===== config.mk =====
export PLATFORM = sky130hd
export DESIGN_NAME = floating_point_add_sub_pipe
export DESIGN_NICKNAME = d
export VERILOG_FILES = /design/src/rtl/floating_point_add_sub_pipe.sv
export SDC_FILE = /design/constraint.sdc
export NUM_CORES = 1
export LEC_CHECK = 0
export ABC_AREA = 0
export ABC_CLOCK_PERIOD_IN_PS = 49600
export CORE_MARGIN = 3
export CORE_UTILIZATION = 40
export CTS_BUF_LIST = sky130_fd_sc_hd__clkbuf_16
export DETAILED_ROUTE_END_ITERATION = 8
export PLACE_DENSITY = 0.65
export RECOVER_POWER = 25
export SETUP_SLACK_MARGIN = 0.05
export SKIP_LAST_GASP = 1
export SLEW_MARGIN = 20
export SYNTH_ARGS = -nofsm -noshare
export SYNTH_HDL_FRONTEND = slang
export SYNTH_SLANG_ARGS = --single-unit

===== constraint.sdc =====
create_clock -name clkIn -period 49.6 [get_ports clkIn]
set_clock_uncertainty 0.15 [all_clocks]
set_input_delay 4.96 -clock clkIn [delete_from_list [all_inputs] [get_ports clkIn]]
set_output_delay 4.96 -clock clkIn [all_outputs]
set_load 0.1 [all_outputs]

===== src/rtl/floating_point_add_sub_pipe.sv =====
// floating_point_add_sub_pipe: fully pipelined floating-point adder/subtractor
// with configurable exponent/fraction widths, round-to-nearest-even, denormal
// flush-to-zero and a tag carried alongside each operation. Fixed 4-clock
// latency, one operation per clock, no backpressure.
// Optional: define FP_ADD_SUB_FLAGS_EN to add flagsOut = {invalid, overflow,
// underflow, inexact}, aligned with dataOut.
module floating_point_add_sub_pipe #(
  parameter int EXP_W = 8,
  parameter int MAN_W = 23,
  parameter int TAG_W = 4
) (
  input  logic                   clkIn,
  input  logic                   rstIn,
  input  logic [EXP_W+MAN_W:0]   dataAIn,
  input  logic [EXP_W+MAN_W:0]   dataBIn,
  input  logic                   subIn,
  input  logic [TAG_W-1:0]       tagIn,
  input  logic                   validIn,
  output logic [EXP_W+MAN_W:0]   dataOut,
  output logic [TAG_W-1:0]       tagOut,
  output logic                   validOut
`ifdef FP_ADD_SUB_FLAGS_EN
  ,
  output logic [3:0]             flagsOut
`endif
);
  localparam int W   = 1 + EXP_W + MAN_W;
  localparam int SW  = MAN_W + 4;             // hidden + fraction + guard/round/sticky
  localparam int LZW = $clog2(MAN_W + 5);
  localparam int XE  = EXP_W + LZW + 2;       // signed exponent with headroom for normalisation
  localparam logic [W-1:0] QNAN = {1'b0, {EXP_W{1'b1}}, 1'b1, {(MAN_W-1){1'b0}}};
  localparam logic signed [XE-1:0] EXP_MAX = XE'((1 << EXP_W) - 1);

  // ---------------- input capture ----------------
  logic [W-1:0]     in_a_reg, in_b_reg;
  logic             in_sub_reg, in_valid_reg;
  logic [TAG_W-1:0] in_tag_reg;

  // register the raw operands so every stage starts from a clean edge
  always_ff @(posedge clkIn or negedge rstIn) begin
    if (!rstIn) begin
      in_a_reg <= '0; in_b_reg <= '0; in_sub_reg <= 1'b0; in_tag_reg <= '0; in_valid_reg <= 1'b0;
    end else begin
      in_a_reg <= dataAIn; in_b_reg <= dataBIn; in_sub_reg <= subIn;
      in_tag_reg <= tagIn; in_valid_reg <= validIn;
    end
  end

  // ---------------- stage 1: unpack, classify, swap ----------------
  logic             a_sign, b_sign, a_inf, b_inf, a_nan, b_nan, swap;
  logic [EXP_W-1:0] a_exp, b_exp;
  logic [MAN_W-1:0] a_frac, b_frac;
  logic             special_next;
  logic [W-1:0]     special_val_next;

  // decode operands, flush denormals, resolve inf/NaN cases, pick the larger magnitude
  always_comb begin
    a_sign = in_a_reg[W-1];
    b_sign = in_b_reg[W-1] ^ in_sub_reg;
    a_exp  = in_a_reg[W-2:MAN_W];
    b_exp  = in_b_reg[W-2:MAN_W];
    a_frac = (a_exp == '0) ? '0 : in_a_reg[MAN_W-1:0];
    b_frac = (b_exp == '0) ? '0 : in_b_reg[MAN_W-1:0];
    a_inf  = (&a_exp) && (a_frac == '0);
    b_inf  = (&b_exp) && (b_frac == '0);
    a_nan  = (&a_exp) && (a_frac != '0);
    b_nan  = (&b_exp) && (b_frac != '0);
    swap   = {b_exp, b_frac} > {a_exp, a_frac};
    special_next = a_nan || b_nan || a_inf || b_inf;
    if (a_nan || b_nan || (a_inf && b_inf && (a_sign != b_sign)))
      special_val_next = QNAN;
    else if (a_inf)
      special_val_next = {a_sign, {EXP_W{1'b1}}, {MAN_W{1'b0}}};
    else
      special_val_next = {b_sign, {EXP_W{1'b1}}, {MAN_W{1'b0}}};
  end

  logic             s1_valid_reg, s1_x_sign_reg, s1_y_sign_reg, s1_special_reg;
  logic [TAG_W-1:0] s1_tag_reg;
  logic [EXP_W-1:0] s1_x_exp_reg, s1_y_exp_reg;
  logic [MAN_W:0]   s1_x_man_reg, s1_y_man_reg;
  logic [W-1:0]     s1_special_val_reg;

  // stage 1 register: X is the larger-magnitude operand, hidden bit restored
  always_ff @(posedge clkIn or negedge rstIn) begin
    if (!rstIn) begin
      s1_valid_reg <= 1'b0; s1_tag_reg <= '0; s1_x_sign_reg <= 1'b0; s1_y_sign_reg <= 1'b0;
      s1_x_exp_reg <= '0; s1_y_exp_reg <= '0; s1_x_man_reg <= '0; s1_y_man_reg <= '0;
      s1_special_reg <= 1'b0; s1_special_val_reg <= '0;
    end else begin
      s1_valid_reg       <= in_valid_reg;
      s1_tag_reg         <= in_tag_reg;
      s1_x_sign_reg      <= swap ? b_sign : a_sign;
      s1_y_sign_reg      <= swap ? a_sign : b_sign;
      s1_x_exp_reg       <= swap ? b_exp : a_exp;
      s1_y_exp_reg       <= swap ? a_exp : b_exp;
      s1_x_man_reg       <= swap ? {|b_exp, b_frac} : {|a_exp, a_frac};
      s1_y_man_reg       <= swap ? {|a_exp, a_frac} : {|b_exp, b_frac};
      s1_special_reg     <= special_next;
      s1_special_val_reg <= special_val_next;
    end
  end

  // ---------------- stage 2: align ----------------
  logic [EXP_W-1:0] align_shift;
  logic [SW-1:0]    y_ext, y_aligned, lost_mask;

  // shift Y right by the exponent difference, folding shifted-out bits into sticky
  always_comb begin
    align_shift = s1_x_exp_reg - s1_y_exp_reg;
    y_ext       = {s1_y_man_reg, 3'b000};
    lost_mask   = '0;
    y_aligned   = y_ext >> align_shift;
    if (32'(align_shift) >= 32'(MAN_W + 3)) begin
      y_aligned = {{(SW-1){1'b0}}, |s1_y_man_reg};
    end else begin
      lost_mask    = ~({SW{1'b1}} << align_shift);
      y_aligned[0] = y_aligned[0] | (|(y_ext & lost_mask));
    end
  end

  logic             s2_valid_reg, s2_x_sign_reg, s2_y_sign_reg, s2_special_reg;
  logic [TAG_W-1:0] s2_tag_reg;
  logic [EXP_W-1:0] s2_exp_reg;
  logic [SW-1:0]    s2_x_sig_reg, s2_y_sig_reg;
  logic [W-1:0]     s2_special_val_reg;

  // stage 2 register: both significands now share X's exponent
  always_ff @(posedge clkIn or negedge rstIn) begin
    if (!rstIn) begin
      s2_valid_reg <= 1'b0; s2_tag_reg <= '0; s2_x_sign_reg <= 1'b0; s2_y_sign_reg <= 1'b0;
      s2_exp_reg <= '0; s2_x_sig_reg <= '0; s2_y_sig_reg <= '0;
      s2_special_reg <= 1'b0; s2_special_val_reg <= '0;
    end else begin
      s2_valid_reg       <= s1_valid_reg;
      s2_tag_reg         <= s1_tag_reg;
      s2_x_sign_reg      <= s1_x_sign_reg;
      s2_y_sign_reg      <= s1_y_sign_reg;
      s2_exp_reg         <= s1_x_exp_reg;
      s2_x_sig_reg       <= {s1_x_man_reg, 3'b000};
      s2_y_sig_reg       <= y_aligned;
      s2_special_reg     <= s1_special_reg;
      s2_special_val_reg <= s1_special_val_reg;
    end
  end

  // ---------------- stage 3: add / subtract ----------------
  logic [SW:0] sum_next;
  // |X| >= |Y| so the difference never goes negative
  assign sum_next = (s2_x_sign_reg != s2_y_sign_reg) ? ({1'b0, s2_x_sig_reg} - {1'b0, s2_y_sig_reg})
                                                      : ({1'b0, s2_x_sig_reg} + {1'b0, s2_y_sig_reg});

  logic             s3_valid_reg, s3_sign_reg, s3_zero_sign_reg, s3_special_reg;
  logic [TAG_W-1:0] s3_tag_reg;
  logic [EXP_W-1:0] s3_exp_reg;
  logic [SW:0]      s3_sum_reg;
  logic [W-1:0]     s3_special_val_reg;

  // stage 3 register: raw sum; an exact zero is only negative for (-0)+(-0)
  always_ff @(posedge clkIn or negedge rstIn) begin
    if (!rstIn) begin
      s3_valid_reg <= 1'b0; s3_tag_reg <= '0; s3_sign_reg <= 1'b0; s3_zero_sign_reg <= 1'b0;
      s3_exp_reg <= '0; s3_sum_reg <= '0; s3_special_reg <= 1'b0; s3_special_val_reg <= '0;
    end else begin
      s3_valid_reg       <= s2_valid_reg;
      s3_tag_reg         <= s2_tag_reg;
      s3_sign_reg        <= s2_x_sign_reg;
      s3_zero_sign_reg   <= s2_x_sign_reg & s2_y_sign_reg;
      s3_exp_reg         <= s2_exp_reg;
      s3_sum_reg         <= sum_next;
      s3_special_reg     <= s2_special_reg;
      s3_special_val_reg <= s2_special_val_reg;
    end
  end

  // ---------------- stage 4: normalise, round, pack ----------------
  logic [LZW-1:0]        lz;
  logic                  lz_found, rnd_up, rnd_carry, res_zero, res_ovf, res_unf;
  logic [SW-1:0]         norm;
  logic signed [XE-1:0]  exp_norm, exp_final;
  logic [MAN_W-1:0]      frac_rnd;
  logic [W-1:0]          result;

  // leading-zero normalise (or 1-bit right shift on carry), RNE round, then pick special results
  always_comb begin
    lz = '0;
    lz_found = 1'b0;
    for (int i = SW - 1; i >= 0; i--) begin
      if (!lz_found) begin
        if (s3_sum_reg[i]) lz_found = 1'b1;
        else               lz = lz + LZW'(1);
      end
    end
    if (s3_sum_reg[SW]) begin
      norm     = {s3_sum_reg[SW:2], s3_sum_reg[1] | s3_sum_reg[0]};
      exp_norm = XE'(s3_exp_reg) + XE'(1);
    end else begin
      norm     = s3_sum_reg[SW-1:0] << lz;
      exp_norm = XE'(s3_exp_reg) - XE'(lz);
    end
    rnd_up = norm[2] & (norm[1] | norm[0] | norm[3]);
    {rnd_carry, frac_rnd} = {1'b0, norm[SW-2:3]} + (MAN_W+1)'(rnd_up);
    exp_final = exp_norm + XE'(rnd_carry);
    res_zero  = !norm[SW-1];
    res_ovf   = !s3_special_reg && !res_zero && (exp_final >= EXP_MAX);
    res_unf   = !s3_special_reg && !res_zero && (exp_final[XE-1] || (exp_final == '0));
    if (s3_special_reg)  result = s3_special_val_reg;
    else if (res_zero)   result = {s3_zero_sign_reg, {(W-1){1'b0}}};
    else if (res_ovf)    result = {s3_sign_reg, {EXP_W{1'b1}}, {MAN_W{1'b0}}};
    else if (res_unf)    result = {s3_sign_reg, {(W-1){1'b0}}};
    else                 result = {s3_sign_reg, exp_final[EXP_W-1:0], frac_rnd};
  end

  // output register; reset forces all outputs to zero immediately
  always_ff @(posedge clkIn or negedge rstIn) begin
    if (!rstIn) begin
      dataOut <= '0; tagOut <= '0; validOut <= 1'b0;
    end else begin
      dataOut <= result; tagOut <= s3_tag_reg; validOut <= s3_valid_reg;
    end
  end

`ifdef FP_ADD_SUB_FLAGS_EN
  logic invalid_next, s1_inv_reg, s2_inv_reg, s3_inv_reg, res_inexact;
  assign invalid_next = (a_inf && b_inf && (a_sign != b_sign))
                      || (a_nan && !a_frac[MAN_W-1]) || (b_nan && !b_frac[MAN_W-1]);
  assign res_inexact  = !s3_special_reg && (norm[2] || norm[1] || norm[0] || res_ovf || res_unf);

  // exception flags travel with their operation and land with dataOut
  always_ff @(posedge clkIn or negedge rstIn) begin
    if (!rstIn) begin
      s1_inv_reg <= 1'b0; s2_inv_reg <= 1'b0; s3_inv_reg <= 1'b0; flagsOut <= '0;
    end else begin
      s1_inv_reg <= invalid_next;
      s2_inv_reg <= s1_inv_reg;
      s3_inv_reg <= s2_inv_reg;
      flagsOut   <= {s3_inv_reg, res_ovf, res_unf, res_inexact};
    end
  end
`endif

endmodule


# Word level (Yosys, flattened, before mapping)
# Cells that the tools add are included.
# op_classes
reduce_logical	28
div	0
n_bitwise	9
n_eq_ne	2
n_lt_le_gt_ge	3
n_shift	3
addsub	33
mux	123
multipliers	0
# op_table
op	n
two-way mux 5 bit	52
adder 5 x 1 -> 5 bit (second input constant)	26
two-way mux 32 bit	4
two-way mux 31 bit	2
two-way mux 1 bit	55
two-way mux 24 bit	2
zero test 23 bit	2
two-way mux 23 bit	2
nonzero test 23 bit	2
> comparator 31 bit	1
adder 27 x 27 -> 28 bit	1
two-way mux 28 bit	1
subtractor 27 x 27 -> 28 bit	1
AND 27 bit	1
two-way mux 27 bit	1
inverter 27 bit	1
OR reduction 27 bit	1
<< shifter 27 x 5 -> 27 bit	1
<< shifter 27 x 8 -> 27 bit (first input constant)	1
right shift 27 x 8 -> 27 bit	1
two-way mux 26 bit	1
adder 23 x 1 -> 24 bit	1
OR reduction 24 bit	1
zero test 8 bit	2
18 further kinds	38
# word_totals
in_bits	72
output_inout_bits	37
ramBits	0
elab_cells	236
regBits	386
latchBits	0
n_memories	0
rom_bits	0

# Depth between registers and ports, before layout
# Gate-level depths: netlist (run 1).
# depth
ltp_word	93
depth_mapped	92
mapped_depth_nobuf	89

# Worst setup path after synthesis (run 1)
# Ideal clock, no wire load.
# synth_timing
kind	reg-to-reg
from	register s3_sum_reg[25]
to	register dataOut[13]
setup_slack_ns	33.305
synth_period_minus_slack_ns	16.295
required_time_ns	49.314
path_stages_with_launch	85
arrival_ns	16.009
n_path_buf	2
setup_ns	0.136
path_cell_list	dfrtp_1 > or2_1 > inv_2 > ha_1 > o21a_1 > ha_1 > nor2b_1 > nor2_1 > a32oi_1 > nand2_1 > ha_1 > or2_2 > a31o_2 > nand2_1 > nand2_1 > ha_1 > mux2_2 > o41ai_1 > [... 49 more ...] > or3_1 > a21oi_1 > a32oi_1 > or2_2 > nor2_1 > nand3_1 > nor3b_1 > ha_1 > ha_1 > and2_1 > nand2_1 > xor2_1 > or4_1 > nor4_1 > o21ai_0 > nand3_1 > clkbuf_1 > nor3_1
# synth_between
elab_chain_len	91
elab_cells_between_ends	122
# synth_lines
element	line_no	rtl
from (decl)	156	logic [SW:0] s3_sum_reg;
from (signal assigned)	170	s3_sum_reg <= sum_next;
branches (longest 89 deep; another with adder 5 x 1 -> 5 bit)	n/a	
two-way mux 32 bit *	208	else if (res_zero) result = {s3_zero_sign_reg, {(W-1){1'b0}}};
two-way mux 32 bit *	207	if (s3_special_reg) result = s3_special_val_reg;
named net result[13]	182	logic [W-1:0] result;
to (signal assigned)	219	dataOut <= result; tagOut <= s3_tag_reg; validOut <= s3_valid_reg;
to (decl)	19	output logic [EXP_W+MAN_W:0] dataOut,
# Mark *: on every way through the listed nets, which the timed path passes.

# Final worst setup path (run 1)
# layout_timing
from	register s3_sum_reg[25]
to	register dataOut[17]
# The elaborated chain is that of the path after synthesis.

==> results.toml, run 1 <==
[synthesis]
synth_area_sq_um = 20500
yosysSeqAreaShare_pct = 36.5
yosysUniqueCellTypes = 88
synth_enable_flop_cells = 0
postSynthAreaPerCell_sq_um = 8.77
yosysMostFrequentCell = "dfrtp_1"
synth_nets = 2532
yosys.area.top_type_share_pct = 36.5
synth_seq_cells = 299
netlist_instances = 2337
synth_common_cells = "dfrtp_1, nand2_1, nor2_1, a21oi_1, mux2i_1"
synthArstFlopShare_pct = 100
synth_top_cell_by_area = "dfrtp_1"
ys_warn_count = 0
netlist_top_cells_area = "dfrtp_1, ha_1, mux2i_1"
ys.flop_type = "dfrtp_1"

[setup_path]
cp_slowest_cell = "o21ai_0"
start_kind = "flip-flop"
r2r_cells = 84
r2r_start = "s3_sum_reg[25]"
cpPeakStageDelay_ps = 870
timing.rr.end = "dataOut[17]"
arrival_ps = 19590
cp_max_fo = 32
setup.worst_path.class = "flip-flop to flip-flop"
worst_setup_path_end_kind = "flip-flop"
worst-r2r-setup-slack_ps = 30310
worstPathRequired_ps = 49900
crit_top_cell = "ha_1"

[clock_tree]
cts_hold_buffers = 0
path_clk_slew_ps = 60
cts_resized = 0
numCtsBuffers = 31
cts_root_buffer = "clkbuf_16"
cts_sinks = 299
clock_latency_ps = 550
cts_setup_buffers = 0
tritoncts = "done"
clockBufferDepth = 3
htree_levels = 1

[final_layout]
nFillCells = 4809
drive_gt1_share_pct = 6.03
utilization_pct = 45.9
insertedDiodeCount = 0
nNetsFinal = 2579
syn2layout_area_growth_pct = 12.9

[outcome]
status = "finished with violations"
violations = "max-capacitance violations, max-slew violations"

[hold_path]
worstHoldPathCells = 0
min-delay-start = "s1_tag_reg[3]"
hold_path.class = "flip-flop to flip-flop"
hold-path-endpoint = "s2_tag_reg[3]"

[grt]
grt.total_usage_pct = 20.9
grt_pass1_wl_um = 92000
grt_max_degree = 84
grt_overflow = 0
antenna_found_initial = 0
grt_pass1_vias = 17500

[route]
drt-vias-per-instance = 5.64
wl_per_cell_um = 18.4
via_count = 17400
drc = 0
dr.pass1.iters = 8
ant_nets = 0
drt_wl_total_um = 56700
drt_iter0_drc = 1253

[timing]
hold_viol = 0
period_needed_ps = 19290
fmax_mhz = 51.8
setup_tns_ps = 0
relSlewSlack_pct = -156
hold_slack_ps = 197
worst_pin_slew_ps = 3840
maxSlewViolCount = 122
post-route-period-util_pct = 38.9
rsz0062_at_grt = "no"
setup_violations = 0

[die]
die_h_um = 232
core-area_sq_um = 50400
rows = 82
die-area_sq_um = 54000
start_util_pct = 40.7
die_w_um = 232
boundaryPins = 109

[placement]
io_buffers = 108
dp_hpwl_um = 43900
place_congestion = 0.928

[flow_run]
maxCapViolations = 2

[power]
p_leak_nw = 10.2
max-vdd-ir-drop_mv = 0.0449
p_per_area_nw_per_um2 = 48.4
==> routing by layer <==
layer  vias to the layer above  global-route usage [%]  share of wire [%]
li1                       8398                       -                  -
met1                      8365                    25.9                 42
met2                       480                    37.5                 50
met3                       119                    2.11                4.1
met4                         0                    7.63                3.7
met5                         -                       0                  0
==> worst max path at each step <==
stage / from / endpoint / cells after the start / slack (ps)
final: s3_sum_reg[25] / dataOut[17] / 84 / 30310
after global routing: s3_sum_reg[25] / dataOut[17] / 84 / 28760
after CTS: s3_sum_reg[25] / dataOut[17] / 84 / 30620
after detailed placement: s3_sum_reg[25] / dataOut[17] / 84 / 30720
after global placement: s3_sum_reg[25] / dataOut[17] / 84 / 31250
after floorplan: s3_sum_reg[25] / dataOut[13] / 84 / 33310
==> critical path, delay by kind of cell (launching register included) <==
kind,cells,cell delay [ps]
AO/OA/AOI/OAI,27,5540
flip-flops,1,470
adder cells (fa/ha/maj),15,4460
buffers and inverters,3,970
XOR/XNOR,3,460
AND/OR/NAND/NOR,31,6220
multiplexers,5,870
==> cell type report <==
type	count	area [sq um]	share of cell area, %
tap	672	841	3.63
multi-input combinational	1796	12100	52.4
sequential	299	7480	32.3
inverter	131	492	2.13
clock buffer	31	776	3.35
clock inverter	23	211	0.914
timing repair buffer	125	1200	5.20
==> through the flow <==
| stage | cell area, sq um | power (mW) | setup WS [ps] | cells |
|---|---|---|---|---|
| after detailed placement | 22200 | 0.895 | 30720 | 3023 |
| after floorplan | 20500 | 0.734 | 33310 | 2337 |
| after global placement | 22200 | 0.892 | 31250 | 3023 |
| final | 23100 | 1.12 | 30310 | 3077 |
| after global routing | 23100 | 1.19 | 28760 | 3077 |
| after CTS | 23100 | 1.12 | 30620 | 3077 |
==> placed cells by master (no fill, tap or decap), drive strengths merged, types with 13 or more instances in the layout <==
cell type and instances:
dfrtp 299, nand2 263, nor2 206, a21oi 167
inv 136, mux2i 128, o21ai 126, ha 120
clkdlybuf4s50 107, xnor2 76, nand3 69, nor3 64
nand4 44, mux2 40, xor2 39, nand2b 36
clkbuf 33, nor2b 32, a31oi 28, nor4 27
a21o 26, and3 21, o211ai 18, buf 16
o21bai 15, and2 14, or2 14, or3 13
o31ai 13
==> where the power goes <==
group | switching, mW | total (mW) | internal (mW) | leakage, nW
combinational | 0.371 | 0.554 | 0.183 | 6.12
clock | 0.0912 | 0.225 | 0.133 | 0.498
sequential | 0.0593 | 0.342 | 0.283 | 3.55
total | 0.521 | 1.12 | 0.600 | 10.2
==> cells by family (layout without fill, tap and decap cells) <==
family / after synthesis / after routing / share of synthesized area, %
AND/OR/NAND/NOR: 842 / 842 / 19.7
AO/OA/AOI/OAI: 532 / 532 / 16.5
flip-flops: 299 / 299 / 36.5
buffers and inverters: 242 / 310 / 4.47
multiplexers: 170 / 170 / 8.73
XOR/XNOR: 126 / 126 / 6.40
adder cells (fa/ha/maj): 125 / 125 / 7.72
other: 1 / 1 / 0.0183
No activity file was read; power rests on OpenSTA's default activity.
==> inputs of run 2 (changes only) <==
--- a/config.mk
+++ b/config.mk
@@ -6,12 +6,12 @@
 export NUM_CORES = 1
 export LEC_CHECK = 0
 export ABC_AREA = 0
-export ABC_CLOCK_PERIOD_IN_PS = 49600
+export ABC_CLOCK_PERIOD_IN_PS = 15650
 export CORE_MARGIN = 3
 export CORE_UTILIZATION = 40
 export CTS_BUF_LIST = sky130_fd_sc_hd__clkbuf_16
 export DETAILED_ROUTE_END_ITERATION = 8
-export PLACE_DENSITY = 0.65
+export PLACE_DENSITY = 0.67
 export RECOVER_POWER = 25
 export SETUP_SLACK_MARGIN = 0.05
 export SKIP_LAST_GASP = 1
==> constraint.sdc (replaced) <==
create_clock -name clkIn -period 15.65 [get_ports clkIn]
set_clock_uncertainty 0.15 [all_clocks]
set_input_delay 1.565 -clock clkIn [delete_from_list [all_inputs] [get_ports clkIn]]
set_output_delay 1.565 -clock clkIn [all_outputs]
set_load 0.1 [all_outputs]
==> run 2 against run 1 <==
Net effect:
- the run ends with max-capacitance violations, max-slew violations, negative setup slack left
- sequential power grew to 3.1 times the previous value
- die area stayed put
- largest cell class unchanged
- total power rose to 3.6 times the previous value
- non-clock buffer count is 203 higher
- largest power group unchanged
- critical path type unchanged
- critical path depth is 7 higher
==> results.toml, run 2 (same netlist as run 1, synthesis figures left out) <==
[timing]
period_needed_ps = 15680
post-route-period-util_pct = 100
relSlewSlack_pct = -126
setup_violations = 19
fin_ws_ps = -34.1
maxSlewViolCount = 62
worst_pin_slew_ps = 3390
fmax_mhz = 63.8
rsz0062_at_grt = "yes"
hold_viol = 0
hold_slack_ps = 193

[setup_path]
r2r_cells = 91
crit_top_cell = "buf_4"
arrival_ps = 16000
setup.worst_path.class = "flip-flop to flip-flop"
r2r_start = "s3_sum_reg[26]"
worst_setup_path_end_kind = "flip-flop"
worst-r2r-setup-slack_ps = -30
cp_max_fo = 8
timing.rr.end = "dataOut[20]"
start_kind = "flip-flop"
cpPeakStageDelay_ps = 420
worstPathRequired_ps = 15960
cp_slowest_cell = "or4_1"

[final_layout]
layout_common_cells = "dfrtp_1, nand2_1, buf_4"
final-seq-area_sq_um = 7480
nFillCells = 4634
multi_input_area_sq_um = 12900
drive_gt1_share_pct = 17.5
syn2layout_area_growth_pct = 24.7
nNetsFinal = 2782
utilization_pct = 50.7
insertedDiodeCount = 0
final_common_cell = "dfrtp_1"

[outcome]
status = "finished with violations"
violations = "max-capacitance violations, max-slew violations, negative setup slack"

[placement]
place_congestion = 0.950
io_buffers = 108
dp_hpwl_um = 45500

[hold_path]
min-delay-start = "s2_exp_reg[3]"
worstHoldPathCells = 0
hold-path-endpoint = "s3_exp_reg[3]"
hold_path.class = "flip-flop to flip-flop"

[route]
drt-vias-per-instance = 5.60
drt_wl_total_um = 60100
drt_iter0_drc = 1283
ant_nets = 0
drc = 0
dr.pass1.iters = 5
via_count = 18400
wl_per_cell_um = 18.3

[die]
rows = 82
die_w_um = 232
start_util_pct = 40.7
core-area_sq_um = 50400
boundaryPins = 109
die_h_um = 232
die-area_sq_um = 54000

[power]
p_per_area_nw_per_um2 = 157
pwr-share-seq_pct = 26.7
p_sw_mw = 1.81
max-vdd-ir-drop_mv = 0.150
clkPwrFrac_pct = 17.8
intPower_mw = 2.20
switching_share_pct = 45.2
p_leak_nw = 11.3
pwr-share-comb_pct = 55.5
report.power.total_mw = 4.01

[clock_tree]
cts_root_buffer = "clkbuf_16"
cts_hold_buffers = 0
clockBufferDepth = 3
htree_levels = 1
cts_sinks = 299
numCtsBuffers = 31
path_clk_slew_ps = 60
tritoncts = "done"
clock_latency_ps = 580

[grt]
antenna_found_initial = 0
grt.total_usage_pct = 21.7
grt_pass1_vias = 18400
grt_max_degree = 138
grt_overflow = 0
grt_pass1_wl_um = 95700

[flow_run]
maxCapViolations = 1
run 2: per-stage QoR:
stage | setup TNS, ps | setup WS (ps) | instance area (sq um) | cells
floorplan | 0 | 62.5 | 20600 | 2337
global placement | -12450 | -434 | 23400 | 3178
detailed placement | -29370 | -1000 | 23400 | 3178
CTS | 0 | 61.7 | 24900 | 3264
global route | -23800 | -810 | 25500 | 3282
finish | -324 | -34.1 | 25500 | 3282
run 2: worst max path at each step:
stage                     depth (start not counted)          end           start  slack (ps)
after global placement                           89   dataOut[5]  s3_sum_reg[25]        -430
after CTS                                        89   dataOut[0]  s3_sum_reg[26]          60
after global routing                             88  dataOut[26]  s3_sum_reg[26]        -810
after floorplan                                  85  dataOut[20]  s3_sum_reg[25]          60
after detailed placement                         87  dataOut[29]  s3_sum_reg[25]       -1000
final                                            91  dataOut[20]  s3_sum_reg[26]         -30
run 2: area by class of cell:
| cell class | instances | share of cell area, % |
|---|---|---|
| flip-flops and latches | 299 | 29.3 |
| clock buffers | 31 | 3.04 |
| clock inverters | 25 | 0.867 |
| inverters | 131 | 1.93 |
| repair buffers | 328 | 11.2 |
| well taps | 672 | 3.29 |
| multi-input cells | 1796 | 50.3 |
run 2: power groups by stage:
stage / logic, mW / registers [mW] / clock network (mW)
4_1_cts: 2.06 / 1.06 / 0.736
2_1_floorplan: 1.07 / 1.27 / 0
5_1_grt: 2.38 / 1.08 / 0.767
3_5_place_dp: 1.99 / 1.08 / 0
3_3_place_gp: 1.97 / 1.07 / 0
6_report: 2.22 / 1.07 / 0.715
run 2: worst max-delay path, delay by kind of cell, from the launching register on:
kind / cells / cell delay (ps)
AND/OR/NAND/NOR: 29 / 4330
adder cells (fa/ha/maj): 13 / 3190
AO/OA/AOI/OAI: 20 / 3110
buffers and inverters: 19 / 2340
multiplexers: 6 / 1140
XOR/XNOR: 4 / 910
flip-flops: 1 / 380
run 2: per-layer routing:
layer	vias up	global-route usage, %	part of all wire (%)
met5	-	0	0
met3	124	2.05	4.5
met1	8912	27.4	42
met4	0	6.91	3.3
met2	522	39.2	50
li1	8818	-	-
run 2: what timing repair did:
| action | CTS | global route |
|---|---|---|
| gates resized for setup | 55 | 102 |
| pin swaps | 44 | 52 |
| endpoints found under the hold margin | 0 | 0 |
| setup endpoints to repair | 31 | 31 |
| gates cloned | 1 | 1 |
| buffers inserted | 29 | 20 |
